<file path="src/rtl/wb_sel_arbiter.sv">
`default_nettype none
// ============================================================================
//  Module   : wb_sel_arbiter
//  Purpose  : Round-robin arbiter for a shared 5-bit 4:1 write-back select mux,
//             with multi-cycle ownership, end-of-transfer release and a
//             hold-limit watchdog.
//  Revision : 1.0 - initial release
// ============================================================================
module wb_sel_arbiter #(
    parameter int HOLD_MAX = 15,
    parameter int CW       = 8
) (
    input  logic       clk,
    input  logic       rst_n,
    input  logic [3:0] req,
    input  logic [3:0] last,
    output logic [3:0] gnt,
    output logic [1:0] sel,
    output logic       busy,
    output logic       timeout
);

    typedef enum logic [0:0] {
        S_IDLE  = 1'b0,
        S_GRANT = 1'b1
    } state_t;

    localparam logic [CW-1:0] c_hold_max = CW'(HOLD_MAX);
    localparam logic [CW-1:0] c_hold_one = CW'(1);

    state_t        r_state,    w_state_nxt;
    logic [3:0]    r_gnt,      w_gnt_nxt;
    logic [1:0]    r_sel,      w_sel_nxt;
    logic [1:0]    r_rr_ptr,   w_rr_ptr_nxt;
    logic [CW-1:0] r_hold_cnt, w_hold_cnt_nxt;
    logic          r_timeout,  w_timeout_nxt;

    logic [3:0]    w_req_m;
    logic          w_win_vld;
    logic [1:0]    w_win_idx;
    logic          w_own_req;
    logic          w_own_last;
    logic          w_at_limit;
    logic          w_release;

    // The current owner is excluded from the search that decides its successor.
    assign w_req_m    = (r_state == S_GRANT) ? (req & ~r_gnt) : req;
    assign w_own_req  = |(req  & r_gnt);
    assign w_own_last = |(last & r_gnt);
    assign w_at_limit = (r_hold_cnt == c_hold_max);
    assign w_release  = (w_own_last & w_own_req) | ~w_own_req | w_at_limit;

    // Search rr_ptr+1 .. rr_ptr+4; iterating downward leaves the nearest hit.
    always_comb begin
        logic [1:0] w_cand;
        w_win_vld = 1'b0;
        w_win_idx = 2'b00;
        w_cand    = 2'b00;
        for (int k = 4; k >= 1; k--) begin
            w_cand = r_rr_ptr + 2'(k);
            if (w_req_m[w_cand]) begin
                w_win_vld = 1'b1;
                w_win_idx = w_cand;
            end
        end
    end

    always_comb begin
        w_state_nxt    = r_state;
        w_gnt_nxt      = r_gnt;
        w_sel_nxt      = r_sel;
        w_rr_ptr_nxt   = r_rr_ptr;
        w_hold_cnt_nxt = r_hold_cnt;
        w_timeout_nxt  = 1'b0;

        case (r_state)
            S_IDLE: begin
                if (w_win_vld) begin
                    w_state_nxt    = S_GRANT;
                    w_gnt_nxt      = 4'b0001 << w_win_idx;
                    w_sel_nxt      = w_win_idx;
                    w_rr_ptr_nxt   = w_win_idx;
                    w_hold_cnt_nxt = c_hold_one;
                end
            end
            S_GRANT: begin
                if (w_release) begin
                    // Watchdog only blames an owner still requesting without last.
                    w_timeout_nxt = w_own_req & ~w_own_last & w_at_limit;
                    if (w_win_vld) begin
                        w_gnt_nxt      = 4'b0001 << w_win_idx;
                        w_sel_nxt      = w_win_idx;
                        w_rr_ptr_nxt   = w_win_idx;
                        w_hold_cnt_nxt = c_hold_one;
                    end else begin
                        w_state_nxt    = S_IDLE;
                        w_gnt_nxt      = 4'b0000;
                        w_hold_cnt_nxt = '0;
                    end
                end else if (r_hold_cnt != '1) begin
                    w_hold_cnt_nxt = r_hold_cnt + c_hold_one;
                end
            end
            default: begin
                w_state_nxt = S_IDLE;
                w_gnt_nxt   = 4'b0000;
            end
        endcase
    end

    always_ff @(posedge clk or negedge rst_n) begin
        if (!rst_n) begin
            r_state    <= S_IDLE;
            r_gnt      <= 4'b0000;
            r_sel      <= 2'b00;
            r_rr_ptr   <= 2'd3;
            r_hold_cnt <= '0;
            r_timeout  <= 1'b0;
        end else begin
            r_state    <= w_state_nxt;
            r_gnt      <= w_gnt_nxt;
            r_sel      <= w_sel_nxt;
            r_rr_ptr   <= w_rr_ptr_nxt;
            r_hold_cnt <= w_hold_cnt_nxt;
            r_timeout  <= w_timeout_nxt;
        end
    end

    assign gnt     = r_gnt;
    assign sel     = r_sel;
    assign busy    = (r_state == S_GRANT);
    assign timeout = r_timeout;

endmodule
`default_nettype wire

</file>
<file path="config.mk">
export PLATFORM = sky130hd
export DESIGN_NAME = wb_sel_arbiter
export DESIGN_NICKNAME = d
export VERILOG_FILES = /design/src/rtl/wb_sel_arbiter.sv
export SDC_FILE = /design/constraint.sdc
export NUM_CORES = 1
export LEC_CHECK = 0
export CAP_MARGIN = 20
export CORE_MARGIN = 3
export CORE_UTILIZATION = 45
export DETAILED_ROUTE_END_ITERATION = 6
export GPL_TIMING_DRIVEN = 0
export PLACE_DENSITY = 0.71
export SYNTH_ARGS = -nofsm -noshare
export SYNTH_HDL_FRONTEND = slang
export SYNTH_SLANG_ARGS = --single-unit
</file>
<file path="constraint.sdc">
create_clock -name clk -period 6.15 [get_ports clk]
set_clock_uncertainty 0.15 [all_clocks]
set_input_delay 1.23 -clock clk [delete_from_list [all_inputs] [get_ports clk]]
set_output_delay 1.23 -clock clk [all_outputs]
set_load 0.01 [all_outputs]
</file>
==> results of run 1 <==
cell type report:
type	instances	area share [%]
Clock buffer	4	1.97
Multi-Input combinational cell	84	44.2
Buffer	4	2.44
Timing Repair Buffer	17	12.8
Tap cell	28	2.63
Sequential cell	18	34.0
Inverter	7	1.97
per-stage QoR:
stage | hold slack, ns | instances | setup WS, ns | util, %
6_report | 0.376 | 162 | 3.12 | 59.0
4_1_cts | 0.376 | 162 | 3.15 | 59.0
3_5_place_dp | 0.348 | 158 | 2.85 | 57.9
3_3_place_gp | 0.343 | 158 | 2.88 | 57.9
2_1_floorplan | 0.339 | 113 | 3.48 | -
5_1_grt | 0.407 | 162 | 2.99 | 59.0
worst min-delay path by stage:
stage	start	end	slack [ns]	cells after the start
global placement	sel[0]$_DFFE_PN0P_	sel[0]$_DFFE_PN0P_	0.34	1
floorplan	r_rr_ptr[1]$_DFFE_PN1P_	r_rr_ptr[1]$_DFFE_PN1P_	0.34	2
global route	sel[0]$_DFFE_PN0P_	sel[0]$_DFFE_PN0P_	0.41	1
CTS	sel[0]$_DFFE_PN0P_	sel[0]$_DFFE_PN0P_	0.38	1
finish	sel[0]$_DFFE_PN0P_	sel[0]$_DFFE_PN0P_	0.38	1
detailed placement	sel[0]$_DFFE_PN0P_	sel[0]$_DFFE_PN0P_	0.35	1
synthesized netlist by cell type (all sizes together) (2+ instances only):
| cell type | count | area [um2] |
|---|---|---|
| a21oi | 10 | 50.1 |
| or3 | 2 | 12.5 |
| a21o | 2 | 15.0 |
| nand2 | 8 | 30.0 |
| a22o | 8 | 71.3 |
| a21bo | 2 | 20.0 |
| nor3 | 2 | 10.0 |
| dfstp | 2 | 52.6 |
| a21boi | 3 | 26.3 |
| nor2 | 10 | 37.5 |
| o21ai | 5 | 25.0 |
| a41oi | 3 | 26.3 |
| o221ai | 2 | 17.5 |
| buf | 4 | 32.5 |
| nand2b | 2 | 12.5 |
| nand3 | 2 | 10.0 |
| nor4 | 2 | 27.5 |
| dfrtp | 16 | 400 |
| inv | 7 | 26.3 |
| nand4 | 3 | 18.8 |
| a22oi | 4 | 30.0 |
worst register-to-register path, delay by kind of cell (launching register included):
| kind | cells | cell delay [ns] |
|---|---|---|
| and+or+nand+nor | 2 | 0.50 |
| DFF | 1 | 0.44 |
| AOI/OAI and AO/OA | 3 | 0.58 |
| adders and majority gates | 1 | 0.25 |
| buffers and inverters | 1 | 0.11 |
cell families after synthesis:
kind of cell,after synthesis,synth area share [%]
AOI/OAI and AO/OA,45,32.3
buffers and inverters,11,5.35
muxes,2,1.93
DFF,18,41.2
adders and majority gates,1,1.14
and+or+nand+nor,36,18.1
report_power, final:
part	internal, mW	total (mW)	leakage [nW]	switching (mW)
sequential	0.157	0.192	0.227	0.0352
combinational	0.144	0.276	0.340	0.132
clock	0.0252	0.0625	0.0150	0.0373
total	0.326	0.531	0.582	0.205
sequential cells by signal, summed over array words and instances (netlist names):
register    count
sel             2
r_rr_ptr        2
r_hold_cnt      8
gnt             4
busy            1
timeout         1
layer usage:
metal / GRT usage, % / vias up
met4: 5.21 / 0
li1: - / 471
met1: 26.8 / 475
met3: 3.04 / 4
met5: 0 / -
met2: 25.2 / 25
==> summary.txt, run 1 <==
Run status
  • Outcome: complete, no violations

Timing
  • RSZ-0062 raised after global routing: false
  • Max_slew headroom: 46.3%
  • Fin crit period: 3.03 ns
  • Final period utilization: 49.2%
  • Number of endpoints failing setup at the final stage: 0
  • Hold Fails Final Rpt: 0
  • Worst slew pin tran: 0.804 ns
  • Setup TNS: 0 ns
  • FMAX: 0.330 GHz
  • Slew Viols, Final: 0

Critical path
  • Top Family by Delay on Critical Path: compound AO/OA/AOI/OAI gates
  • Critical path fanouts, max: 6
  • FF-to-FF Start: r_hold_cnt[0]$_DFFE_PN0P_
  • CP endpoint kind: register
  • Worst R2R End: gnt[0]$_DFFE_PN0P_
  • CP Buf/Inv Count: 2
  • R2R depth: 7
  • Worst EP required: 6.18 ns
  • Critical Path Sink: gnt[0]$_DFFE_PN0P_
  • Worst reg2reg setup slack: 4.01 ns
  • CP max-delay cell: clkdlybuf4s50_1
  • CP Depth: 7
  • Critical Path Source Type: input pin
  • CP Launch Point: req[0]
  • Class of the most critical setup path: in -> reg
  • Critical path's largest stage delay: 0.57 ns
  • Crit-path cells: clkdlybuf4s50_1 -> a22oi_1 -> a211oi_4 -> a2bb2o_4 -> buf_6 -> and3b_2 -> a22o_1
  • WP data arrival: 3.06 ns

Cells and area
  • Share of cells above drive strength 1: 16.4%
  • Area taken by multi-input logic gates: 588 um2
  • Most frequent cells in the layout: clkdlybuf4s50_1, dfrtp_1, nor2_1, a21oi_1, nand2_1
  • # diodes: 0
  • Cell area after layout: 0.00133 mm2
  • Layout area overhead: 21.0%
  • Reg area: 453 um2
  • Net count reported at finish: 146
  • Layout fillers: 205
  • Most common cell after layout, fill and taps aside: clkdlybuf4s50_1

Clock network
  • CTS H-Tree Depth: 1
  • CTS Root Cell: clkbuf_4
  • CTS Buf Count: 3
  • Post-CTS setup buffers: 0
  • CTS sink count: 18
  • Clock tree buffer depth: 2
  • Hold_buf cts: 0
  • CTS tree: yes
  • Clock Latency Late Sink: 0.29 ns
  • Clock slew seen by the registers of the worst setup and hold paths: 0.10 ns
  • Post-CTS Resized: 0

Synth
  • Post-synth EDFFs: 0
  • Ys flop type: dfrtp_1
  • Post-synthesis cell area: 0.00110 mm2
  • Number of synthesized register bits: 18
  • Net count after synthesis: 124
  • Mapped Avg Cell Area: 9.73 um2
  • Async SR Flop Fraction: 100%
  • Syn Inst Count: 113
  • Sequential-to-total area share from yosys stat: 41.2%
  • Synth warnings: 0
  • Netlist cell types: 40

Routing
  • Routed Antenna Nets: 0
  • DRC violations left: 0
  • Via density: 6.02
  • Initial DRC count: 27
  • Uppermost layer routed: met4
  • Routed vias: 975
  • Total Wirelength: 2460 um
  • DR WL met2: 1150 um
  • DR pass1 iterations: 4
  • Routed length per instance: 15.2 um
  • Met3 WL post-DR: 116 um
  • Met1 wire length: 1150 um

Global routing
  • Initial antenna violation count: 0
  • Total GRT Usage: 17.6%
  • First-pass GRT wire length: 4390 um
  • Grt total ovfl: 0
  • Pin count of the biggest net entering global routing: 19
  • Number of global-route vias before repair: 917

Power and ir drop
  • Leak: 0.582 nW
  • Peak supply drop: 0.271 mV
  • Power Density: 399 mW/mm2
  • Total chip power: 531 uW

Floorplanning
  • Die Y: 55.4 um
  • Core area: 0.00225 mm2
  • Initial Util: 48.8%
  • I/O pins: 18
  • Die footprint: 0.00307 mm2
  • Die X: 55.4 um
  • # rows: 17

Placed design
  • GPL Wtd Cong: 0.813
  • Placement Cell Area: 0.00131 mm2
  • PortBufs: 17
  • Post-DP HPWL: 1850 um

Run
  • Maxcap violations: 0

Min path
  • Worst hold path class: reg -> reg
No activity file was read; power rests on OpenSTA's default activity.
==> run 2: changes to the inputs <==
==> constraint.sdc (replaced) <==
create_clock -name clk -period 2.9 [get_ports clk]
set_clock_uncertainty 0.15 [all_clocks]
set_input_delay 0.58 -clock clk [delete_from_list [all_inputs] [get_ports clk]]
set_output_delay 0.58 -clock clk [all_outputs]
set_load 0.01 [all_outputs]
==> results of run 2 <==
The final DEF is identical to that of run 1. Status: complete, no violations.
Among the figures that moved: setup slack after placement 2.85 ns -> 0.251 ns; setup slack after layout 3.12 ns -> 0.521 ns; register-to-register setup slack 4.01 ns -> 0.76 ns; total power 0.531 mW -> 1.13 mW; worst IR drop on VDD 0.271 mV -> 0.574 mV
==> run 3: changes to the inputs <==
==> constraint.sdc (replaced) <==
create_clock -name clk -period 2.35 [get_ports clk]
set_clock_uncertainty 0.15 [all_clocks]
set_input_delay 0.47 -clock clk [delete_from_list [all_inputs] [get_ports clk]]
set_output_delay 0.47 -clock clk [all_outputs]
set_load 0.01 [all_outputs]
==> run 3 against run 2 <==
Effect of this change:
- wire length rose by 1.2%
- clock-buffer cell count did not move
- power rose by 26%
==> summary.txt, run 3 (synthesized netlist as in run 1, its figures left out) <==
Routing
  • Met1 wire length: 1210 um (+5.1%)
  • Via density: 5.95 (-1.1%)
  • Total Wirelength: 2490 um (+1.2%)
  • Routed Antenna Nets: 0 (unchanged)
  • DRC violations left: 0 (unchanged)
  • Uppermost layer routed: met4
  • DR WL met2: 1150 um (-0.78%)
  • Routed vias: 970 (-0.51%)
  • Met3 WL post-DR: 93 um (-20%)
  • DR pass1 iterations: 4 (unchanged)
  • Routed length per instance: 15.3 um (+0.56%)
  • Initial DRC count: 27 (unchanged)

Placed design
  • PortBufs: 17 (unchanged)
  • GPL Wtd Cong: 0.813 (unchanged)
  • Pre-CTS setup slack: -0.189 ns
  • Post-DP HPWL: 1850 um (unchanged)
  • Placement Cell Area: 0.00131 mm2 (unchanged)

Clock network
  • CTS sink count: 18 (unchanged)
  • CTS tree: yes
  • CTS Root Cell: clkbuf_4
  • Hold_buf cts: 0 (unchanged)
  • Clock slew seen by the registers of the worst setup and hold paths: 0.10 ns (about the same)
  • CTS Buf Count: 3 (unchanged)
  • CTS H-Tree Depth: 1 (unchanged)
  • Clock tree buffer depth: 2 (unchanged)
  • Clock Latency Late Sink: 0.29 ns (about the same)

Cells and area
  • Most common cell after layout, fill and taps aside: clkdlybuf4s50_1
  • Layout area overhead: 22.8%
  • Share of cells above drive strength 1: 18.5% (+2.1 points)
  • Layout fillers: 206 (+0.49%)
  • Largest Register: r_hold_cnt
  • Cell area after layout: 0.00135 mm2 (+1.4%)
  • Max reg flops: 8 (unchanged)
  • # diodes: 0 (unchanged)
  • Most frequent cells in the layout: clkdlybuf4s50_1, dfrtp_1, nor2_1, a21oi_1, nand2_1
  • Final core occ: 59.9% (+0.83 points)
  • Net count reported at finish: 147 (+0.68%)

Timing
  • Final period utilization: 97.2%
  • Max_slew headroom: 46.6% (+0.31 points)
  • Worst slew pin tran: 0.799 ns (-0.00461 ns)
  • Fin crit period: 2.29 ns
  • FMAX: 0.438 GHz
  • Slew Viols, Final: 0 (unchanged)
  • Fin Hold WS: 0.377 ns (+0.00146 ns)
  • Final worst slack: 0.0648 ns
  • Hold Fails Final Rpt: 0 (unchanged)
  • Number of endpoints failing setup at the final stage: 0 (unchanged)

Critical path
  • CP endpoint kind: register
  • WP data arrival: 2.32 ns
  • Worst EP required: 2.39 ns
  • Class of the most critical setup path: in -> reg
  • Critical Path Source Type: input pin
  • FF-to-FF Start: r_hold_cnt[0]$_DFFE_PN0P_
  • CP max-delay cell: clkdlybuf4s50_1
  • Crit-path cells: clkdlybuf4s50_1 -> a22oi_1 -> a211oi_4 -> a2bb2o_4 -> buf_6 -> and3b_2 -> a22o_1
  • Critical path's largest stage delay: 0.56 ns (about the same)
  • CP Launch Point: req[0]
  • R2R depth: 7 (unchanged)
  • Critical path fanouts, max: 6 (unchanged)

Global routing
  • Total GRT Usage: 17.6% (unchanged)
  • Number of global-route vias before repair: 917 (unchanged)
  • Grt total ovfl: 0 (unchanged)
  • First-pass GRT wire length: 4390 um (unchanged)
  • Initial antenna violation count: 0 (unchanged)
  • Pin count of the biggest net entering global routing: 19 (unchanged)

Floorplanning
  • Core area: 0.00225 mm2 (unchanged)
  • Die X: 55.4 um (unchanged)
  • # rows: 17 (unchanged)
  • I/O pins: 18 (unchanged)
  • Die Y: 55.4 um (unchanged)
  • Initial Util: 48.8% (unchanged)
  • Die footprint: 0.00307 mm2 (unchanged)

Run status
  • Outcome: complete, no violations

Power and ir drop
  • Power Density: 1050 mW/mm2
  • Total chip power: 1.41 mW
  • Leak: 0.588 nW (+1.1%)
  • Peak supply drop: 0.718 mV

Min path
  • Worst hold path class: reg -> reg
  • Min-Delay Path Depth: 1 (unchanged)
  • Hold path start: sel[0]$_DFFE_PN0P_

Run
  • Maxcap violations: 0 (unchanged)
==> run 3: cell types whose count changed in the layout (fill, tap and decap cells not counted), sizes merged <==
cell,before,now
buf,4,5
==> run 3: where the power goes <==
| group | switching (mW) | total, mW | internal [mW] |
|---|---|---|---|
| Clock | 0.0985 | 0.165 | 0.0660 |
| Combinational | 0.354 | 0.747 | 0.392 |
| Sequential | 0.0935 | 0.504 | 0.410 |
| Total | 0.547 | 1.41 | 0.868 |
==> run 3: final timing paths <==
kind	to	slack (ns)
max	gnt[0]$_DFFE_PN0P_	0.06
min	sel[0]$_DFFE_PN0P_	0.38
max reg2reg	gnt[0]$_DFFE_PN0P_	0.22
min reg2reg	sel[0]$_DFFE_PN0P_	0.38
max in group asynchronous	gnt[2]$_DFFE_PN0P_	1.07
min in group asynchronous	r_hold_cnt[5]$_DFFE_PN0P_	0.48
==> run 3: worst max-delay path, delay by kind of cell <==
kind / cells / cell delay (ns)
compound gates: 4 / 0.94
buf+inv: 2 / 0.67
simple gates: 1 / 0.23
==> run 3: repair_timing <==
| action | 4_1_cts | 5_1_grt |
|---|---|---|
| endpoints found under the setup margin | 0 | 3 |
| buffers inserted | 0 | 1 |
| hold endpoints to repair | 0 | 0 |
| gates resized for setup | 0 | 2 |
==> run 3: layout make-up <==
cell class              count  area [um2]  share of cell area [%]
plain buffers               4        32.5                    2.41
repair buffers             18         178                    13.2
clock buffers               4        26.3                    1.95
inverters                   7        26.3                    1.95
flip-flops and latches     18         453                    33.5
well taps                  28        35.0                    2.60
multi-input cells          84         599                    44.4
==> run 3: layer usage <==
metal	GRT usage, %	vias to the layer above
met5	0	-
met4	5.21	0
met3	3.04	4
met2	25.2	19
met1	26.8	473
li1	-	474
==> run 3: through the flow <==
stage	instances	TNS (ns)
2_1_floorplan	113	0
3_3_place_gp	158	-1.24
3_5_place_dp	158	-1.72
4_1_cts	162	0
5_1_grt	163	-0.0172
6_report	163	0
